[config.mk]
export PLATFORM = sky130hd
export DESIGN_NAME = mem_arbiter
export DESIGN_NICKNAME = d
export VERILOG_FILES = /design/src/rtl/mem_arbiter.sv
export SDC_FILE = /design/constraint.sdc
export NUM_CORES = 1
export LEC_CHECK = 0
export CORE_MARGIN = 1.5
export CORE_UTILIZATION = 42
export CTS_BUF_LIST = sky130_fd_sc_hd__clkbuf_4
export DETAILED_ROUTE_END_ITERATION = 16
export GPL_ROUTABILITY_DRIVEN = 0
export PLACE_DENSITY = 0.83
export SYNTH_ARGS = -nofsm -noshare
export SYNTH_HDL_FRONTEND = slang
export SYNTH_SLANG_ARGS = --single-unit
[constraint.sdc]
create_clock -name clk -period 2.1 [get_ports clk]
set_clock_uncertainty 0.15 [all_clocks]
set_input_delay 0.21 -clock clk [delete_from_list [all_inputs] [get_ports clk]]
set_output_delay 0.21 -clock clk [all_outputs]
set_load 0.03 [all_outputs]
[src/rtl/mem_arbiter.sv]
`default_nettype none
// +----------------------------------------------------------------------------+
// | Module      : mem_arbiter                                                  |
// | Description : Two-requester arbiter for the shared DDR4 memory port.       |
// |               Port 0 is the UART program loader, port 1 is the CPU core    |
// |               load/store unit. One transaction is in flight at a time;     |
// |               ties are broken round-robin, and a missing response is       |
// |               aborted with an error pulse after TIMEOUT cycles in WAIT.    |
// | Revision    : 1.0 - initial release                                        |
// +----------------------------------------------------------------------------+
// | Ports                                                                      |
// |   clk            system clock                                              |
// |   rst            synchronous active-high reset                             |
// |   reqN_i         request from port N (hold with command until done/err)    |
// |   weN_i          1 = write, 0 = read                                       |
// |   addrN_i        byte address                                              |
// |   wdataN_i       write data                                                |
// |   doneN_o        one-cycle completion pulse for port N                     |
// |   errN_o         one-cycle timeout pulse for port N                        |
// |   rdataN_o       read data, valid with doneN_o, held until next doneN_o    |
// |   m_valid_o      downstream command valid                                  |
// |   m_ready_i      downstream command accepted                               |
// |   m_we_o         command write flag                                        |
// |   m_addr_o       command address                                           |
// |   m_wdata_o      command write data                                        |
// |   m_rvalid_i     downstream response (reads and writes)                    |
// |   m_rdata_i      response data                                             |
// |   busy_o         high whenever the arbiter is not idle                     |
// +----------------------------------------------------------------------------+
module mem_arbiter #(
   parameter int ADDR_W  = 27,
   parameter int DATA_W  = 32,
   parameter int TIMEOUT = 4096
) (
   input  logic              clk,
   input  logic              rst,
   // Port 0: program loader
   input  logic              req0_i,
   input  logic              we0_i,
   input  logic [ADDR_W-1:0] addr0_i,
   input  logic [DATA_W-1:0] wdata0_i,
   output logic              done0_o,
   output logic              err0_o,
   output logic [DATA_W-1:0] rdata0_o,
   // Port 1: core load/store unit
   input  logic              req1_i,
   input  logic              we1_i,
   input  logic [ADDR_W-1:0] addr1_i,
   input  logic [DATA_W-1:0] wdata1_i,
   output logic              done1_o,
   output logic              err1_o,
   output logic [DATA_W-1:0] rdata1_o,
   // Memory-controller bridge
   output logic              m_valid_o,
   input  logic              m_ready_i,
   output logic              m_we_o,
   output logic [ADDR_W-1:0] m_addr_o,
   output logic [DATA_W-1:0] m_wdata_o,
   input  logic              m_rvalid_i,
   input  logic [DATA_W-1:0] m_rdata_i,
   // Status
   output logic              busy_o
);

   // The counter only ever has to hold 0 .. TIMEOUT-1.
   localparam int CNT_W = (TIMEOUT > 1) ? $clog2(TIMEOUT) : 1;
   localparam logic [CNT_W-1:0] c_CNT_LAST = CNT_W'(TIMEOUT - 1);

   localparam logic [1:0] c_IDLE  = 2'd0;
   localparam logic [1:0] c_ISSUE = 2'd1;
   localparam logic [1:0] c_WAIT  = 2'd2;

   logic [1:0]        state_q,      state_d;
   // Port that won the most recent grant; also identifies the owner of the
   // transaction in flight, since it is updated at grant time.
   logic              last_grant_q, last_grant_d;
   logic [CNT_W-1:0]  cnt_q,        cnt_d;
   logic              m_we_q,       m_we_d;
   logic [ADDR_W-1:0] m_addr_q,     m_addr_d;
   logic [DATA_W-1:0] m_wdata_q,    m_wdata_d;
   logic [DATA_W-1:0] rdata0_q,     rdata0_d;
   logic [DATA_W-1:0] rdata1_q,     rdata1_d;
   logic              done0_q,      done0_d;
   logic              done1_q,      done1_d;
   logic              err0_q,       err0_d;
   logic              err1_q,       err1_d;

   // -------------------------------------------------------------------------
   // Next-state logic
   // -------------------------------------------------------------------------
   always_comb begin
      state_d      = state_q;
      last_grant_d = last_grant_q;
      cnt_d        = cnt_q;
      m_we_d       = m_we_q;
      m_addr_d     = m_addr_q;
      m_wdata_d    = m_wdata_q;
      rdata0_d     = rdata0_q;
      rdata1_d     = rdata1_q;
      done0_d      = 1'b0;
      done1_d      = 1'b0;
      err0_d       = 1'b0;
      err1_d       = 1'b0;

      case (state_q)
         c_IDLE: begin
            // Port 0 wins when it is alone, or on a tie when port 1 had the
            // previous grant. Otherwise port 1 wins if it is requesting.
            if (req0_i && (!req1_i || last_grant_q)) begin
               last_grant_d = 1'b0;
               m_we_d       = we0_i;
               m_addr_d     = addr0_i;
               m_wdata_d    = wdata0_i;
               state_d      = c_ISSUE;
            end else if (req1_i) begin
               last_grant_d = 1'b1;
               m_we_d       = we1_i;
               m_addr_d     = addr1_i;
               m_wdata_d    = wdata1_i;
               state_d      = c_ISSUE;
            end
         end

         c_ISSUE: begin
            // Responses arriving before the command is accepted are stray
            // and deliberately ignored here.
            if (m_ready_i) begin
               cnt_d   = '0;
               state_d = c_WAIT;
            end
         end

         c_WAIT: begin
            // A response on the final counted cycle still completes normally.
            if (m_rvalid_i) begin
               if (last_grant_q) begin
                  rdata1_d = m_rdata_i;
                  done1_d  = 1'b1;
               end else begin
                  rdata0_d = m_rdata_i;
                  done0_d  = 1'b1;
               end
               state_d = c_IDLE;
            end else if (cnt_q == c_CNT_LAST) begin
               if (last_grant_q) begin
                  err1_d = 1'b1;
               end else begin
                  err0_d = 1'b1;
               end
               state_d = c_IDLE;
            end else begin
               cnt_d = cnt_q + CNT_W'(1);
            end
         end

         default: begin
            state_d = c_IDLE;
         end
      endcase
   end

   // -------------------------------------------------------------------------
   // State registers
   // -------------------------------------------------------------------------
   always_ff @(posedge clk) begin
      if (rst) begin
         state_q      <= c_IDLE;
         last_grant_q <= 1'b1;   // first tie after reset goes to port 0
         cnt_q        <= '0;
         m_we_q       <= 1'b0;
         m_addr_q     <= '0;
         m_wdata_q    <= '0;
         rdata0_q     <= '0;
         rdata1_q     <= '0;
         done0_q      <= 1'b0;
         done1_q      <= 1'b0;
         err0_q       <= 1'b0;
         err1_q       <= 1'b0;
      end else begin
         state_q      <= state_d;
         last_grant_q <= last_grant_d;
         cnt_q        <= cnt_d;
         m_we_q       <= m_we_d;
         m_addr_q     <= m_addr_d;
         m_wdata_q    <= m_wdata_d;
         rdata0_q     <= rdata0_d;
         rdata1_q     <= rdata1_d;
         done0_q      <= done0_d;
         done1_q      <= done1_d;
         err0_q       <= err0_d;
         err1_q       <= err1_d;
      end
   end

   // -------------------------------------------------------------------------
   // Outputs (all driven from registers; no input-to-output paths)
   // -------------------------------------------------------------------------
   assign m_valid_o = (state_q == c_ISSUE);
   assign busy_o    = (state_q != c_IDLE);
   assign m_we_o    = m_we_q;
   assign m_addr_o  = m_addr_q;
   assign m_wdata_o = m_wdata_q;
   assign rdata0_o  = rdata0_q;
   assign rdata1_o  = rdata1_q;
   assign done0_o   = done0_q;
   assign done1_o   = done1_q;
   assign err0_o    = err0_q;
   assign err1_o    = err1_q;

endmodule
`default_nettype wire

==> results <==
- During placement, the flow inserted port buffers numbering 287.
- The count of unresolved DRC violations after routing is 0.
- The worst setup path is of the reg -> out kind.
- The flow ran to the end, and the final reports show no timing, DRC or antenna violations.
- The aggregate global routing overflow is 0.
- The warning count from the yosys run is 0.
- The die is 120 um wide.
- In this run, the number of DRC markers left after iteration 0 of detailed routing was around 370.
- The clock tree from TritonCTS is yes.
- In this run the clock root is driven by a clkbuf_4.
- The number of filler cells placed in the layout is about 1100.
- The final total power is 6.15 mW.
- In the global route stage, overall resource usage came out at between 20% and 30%.
- Combinational logic is responsible for 25.2% of the overall power.
- Summed over all cells, the static leakage comes to 3.43 nW.
- The number of antenna violations at the first check in global routing was 2.
- The worst hold path passes through 3 cells.
- Cell internal power was estimated by the tool at about 4.2 mW.
- The synthesis-stage register bit count is 143.
- The count of max-cap constraint violations is 0.
- The number of vias in the routed layout is about 5700.
- In this run the most critical hold path is launched from m_rdata_i[2].
- The worst path buffer plus inverter count is 1.
- The clock group share of total power is 26.7%.
- Dividing the detail-routed wire length by the instance count gives about 16 um.
- The area of the mapped netlist is between 5000 and 6000 um^2.
- Clock latency on the worst-skew pair, taken at its later pin, is 0.54 ns.
- The distinct cell type count after synthesis is 42.
- On the critical path, the stage with the largest delay is an instance of clkdlybuf4s50_1.
- The via count of the first global-routing pass is about 5600.
- The number of pins with negative max-slew slack in the final report is 0.
- Yosys mapped a number of flops with a built-in enable equal to 0.
- The share of synthesized flip-flops with an asynchronous set or reset is 0%.
- For the pin with the worst max-slew slack, the measured transition is roughly 0.64 ns.
- Summed over all nets, the switching power comes to 1.93 mW.
- The top-level I/O count is 288.
- For the worst setup path, the data required time is 1.74 ns.
- Counting every sink on the clock net gives ~140.
- The first global-routing pass estimated around 28000 um of wire.
- Summed over all failing endpoints, the final setup total negative slack is 0 ns.
- The category of the worst setup path launch point is a register.
- The slack of the worst reg-to-reg path is 0.15 ns.
- The final setup violation count is 0.
- The cell family contributing the most delay on the critical path is buffers and inverters.
- The final wirelength is around 17000 um.
- In this run the worst hold path is classified as in -> reg.
- For this run, the slowest stage of the critical path takes 0.74 ns.
- In this run the critical register-to-register path is captured at cnt_q[10]$_SDFFE_PP0P_.
- Post-CTS timing repair inserted 0 buffers for setup.
- The fraction of layout cells with a size suffix above 1 is between 6 and 7%.
- The maximum number of pins on one net before global-route repair is 77.
- The routed via count divided by cell count is 5.04.
- The commonest register cell after synthesis is dfxtp_1.
- The part of the power in registers is 48.1%.
- Before antenna repair, the detailed router went through 4 iterations.
- The clock-pin transition on the worst setup and hold timing paths is 0.13 ns.
- After synthesis, the mean cell area works out to 8.78 um^2.
- The number of cells on the critical path is 1.
- The category of the worst setup path capture point is an output pin.
- The worst hold path terminates at rdata1_o[2]$_SDFFE_PP0P_.
- Based on the critical path, the design can be clocked at up to 0.504 GHz.
- Once detail routing completed, the nets flagged for antenna violations numbered 0.
- Compared with the post-synthesis result, the final layout area differs by 59.0%.
- Of the available clock period, the critical path in the final layout requires 94.5%.
- The critical path goes through clkdlybuf4s50_1.
- The worst path needs slightly below 2 ns of the cycle, external delays included.
- The depth of the CTS H-tree is 4.
- The die extent in y is 120 um.
- The total number of placement rows is 42.
- Of the synthesized area, sequential elements account for about half.
- The initial utilization of the core area, before any placement, comes to 43.3%.
- In this run the worst path has a maximum fanout of 2.
- The count of nets after finishing is 1092.
- The logic depth of the worst register-to-register path is 5.
- The final number of hold-violating endpoints is 0.
- The relative slew slack is 57.5%.
- In this run, CTS created clock tree buffers numbering 17.
- The switching part of the total power is 31.4%.
- Setup repair after global routing left no endpoint under its margin.
- After floorplanning, the core was sized to cover 13300 um^2.
- The area of the die is between 10000 and 15000 um^2.
- The worst supply voltage drop on vdd is 0.000464 V.
- The power per standard cell area is roughly 670 nW/um^2.
- In the synthesized netlist, the number of instances is roughly 660.
- The half-perimeter wire length of the detailed placement result is between 10000 and 15000 um.
- The buffer depth of the longest clock path is 2.
- The total nets after synthesis is about 800.
- Cells fill 68.9% of the core in the end.
- The data arrival time of the critical path is between 1.5 and 2 ns.
- The startpoint identified for the worst register-to-register timing path is cnt_q[0]$_SDFFE_PP0P_.
final cells by class:
class	count	area, um^2	share of cell area [%]
Inverter	6	22.5	0.246
Tap cell	176	220	2.40
Sequential cell	143	2860	31.3
Multi-Input combinational cell	456	2670	29.2
Antenna cell	2	5.00	0.0546
Clock buffer	17	128	1.39
Clock inverter	15	133	1.45
Timing Repair Buffer	309	3120	34.0
metrics by stage:
stage	hold WS, ns	cells	cell area [um^2]	setup slack (ns)
2_1_floorplan	0.196	656	5760	0.186
4_1_cts	0.0129	1122	9160	0.000759
6_report	0.0817	1124	9160	0.116
3_3_place_gp	0.291	1089	8890	0.199
5_1_grt	0.0304	1124	9160	0.0208
3_5_place_dp	0.296	1089	8890	0.120
how the worst max path moves through the flow:
| stage | from | endpoint | slack (ns) |
|---|---|---|---|
| floorplan | state_q[0]$_SDFFE_PP0P_ | cnt_q[8]$_SDFFE_PP0P_ | 0.19 |
| global placement | m_rvalid_i | cnt_q[9]$_SDFFE_PP0P_ | 0.20 |
| detailed placement | cnt_q[0]$_SDFFE_PP0P_ | cnt_q[10]$_SDFFE_PP0P_ | 0.12 |
| CTS | state_q[1]$_SDFFE_PP0P_ | busy_o | 0.0008 |
| global route | cnt_q[0]$_SDFFE_PP0P_ | cnt_q[10]$_SDFFE_PP0P_ | 0.02 |
| finish | m_addr_o[13]$_SDFFE_PP0P_ | m_addr_o[13] | 0.12 |
routing by layer:
layer	routed length (um)	part of all wire, %	up-vias	global-route usage, %
met5	0	0	-	0
met4	579	3.3	0	12.1
met3	1460	8.4	39	9.27
met2	8990	51	217	43.2
met1	6420	37	2548	26.0
li1	-	-	2857	-
sequential cells by signal (all words and copies together), names as in the netlist:
| name | flops |
|---|---|
| m_we_o | 1 |
| m_wdata_o | 32 |
| done1_o | 1 |
| rdata0_o | 32 |
| state_q | 2 |
| rdata1_o | 32 |
| done0_o | 1 |
| cnt_q | 12 |
| last_grant_q | 1 |
| err1_o | 1 |
| m_addr_o | 27 |
| err0_o | 1 |
cells by family (layout without fill, tap and decap cells):
family	Yosys count	after routing	synth area share [%]
fa+ha+maj	1	1	0.217
other cells	0	2	0
simple gates	236	236	17.9
buf+inv	57	347	4.30
flops	143	143	49.7
mux	60	60	10.4
compound gates	159	159	17.4
synth_stat cells, types with 2 or more instances:
| master | instances | share of area (%) |
|---|---|---|
| nor2_1 | 67 | 4.4 |
| and3_1 | 4 | 0.43 |
| nor3_1 | 3 | 0.26 |
| o21a_1 | 2 | 0.26 |
| nand4b_1 | 2 | 0.30 |
| buf_2 | 21 | 1.8 |
| nand2_1 | 130 | 8.5 |
| o31ai_1 | 3 | 0.39 |
| a21oi_1 | 71 | 6.2 |
| nor2_2 | 2 | 0.22 |
| inv_1 | 6 | 0.39 |
| buf_4 | 2 | 0.26 |
| dfxtp_1 | 143 | 50 |
| nand2b_1 | 2 | 0.22 |
| a211oi_1 | 66 | 8.6 |
| nand4_1 | 3 | 0.33 |
| nor2b_1 | 2 | 0.22 |
| o21ai_0 | 6 | 0.52 |
| clkbuf_1 | 28 | 1.8 |
| nand3_1 | 5 | 0.43 |
| mux2i_1 | 60 | 10 |
| or3_1 | 2 | 0.22 |
| a31oi_1 | 4 | 0.43 |
| or4_1 | 4 | 0.52 |
power groups by stage:
stage	Sequential, mW	Combinational, mW	Clock (mW)
2_1_floorplan	3.32	0.484	0
3_3_place_gp	3.01	1.54	0
3_5_place_dp	3.02	1.55	0
4_1_cts	2.96	1.56	1.71
5_1_grt	2.98	1.65	1.82
6_report	2.96	1.55	1.64
layout by cell type, fill, tap and decap left out, types with 5 or more instances in the layout:
master           synthesis  layout
nor2_1                  67      67
a211oi_1                66      66
inv_1                    6       6
buf_12                   0       7
nand2_1                130     130
dfxtp_1                143     143
clkbuf_4                 0      17
clkdlybuf4s50_1          0     283
a21oi_1                 71      71
mux2i_1                 60      60
buf_4                    2      15
o21ai_0                  6       5
what timing repair did:
item / 4_1_cts / 5_1_grt
endpoints found under the hold margin: 14 / 0
setup endpoints to repair: 2 / 4
gates cloned: 0 / 0
hold buffers: 1 / 0
gates resized for setup: 3 / 5
Note: power is estimated with default switching activity, not from simulation.
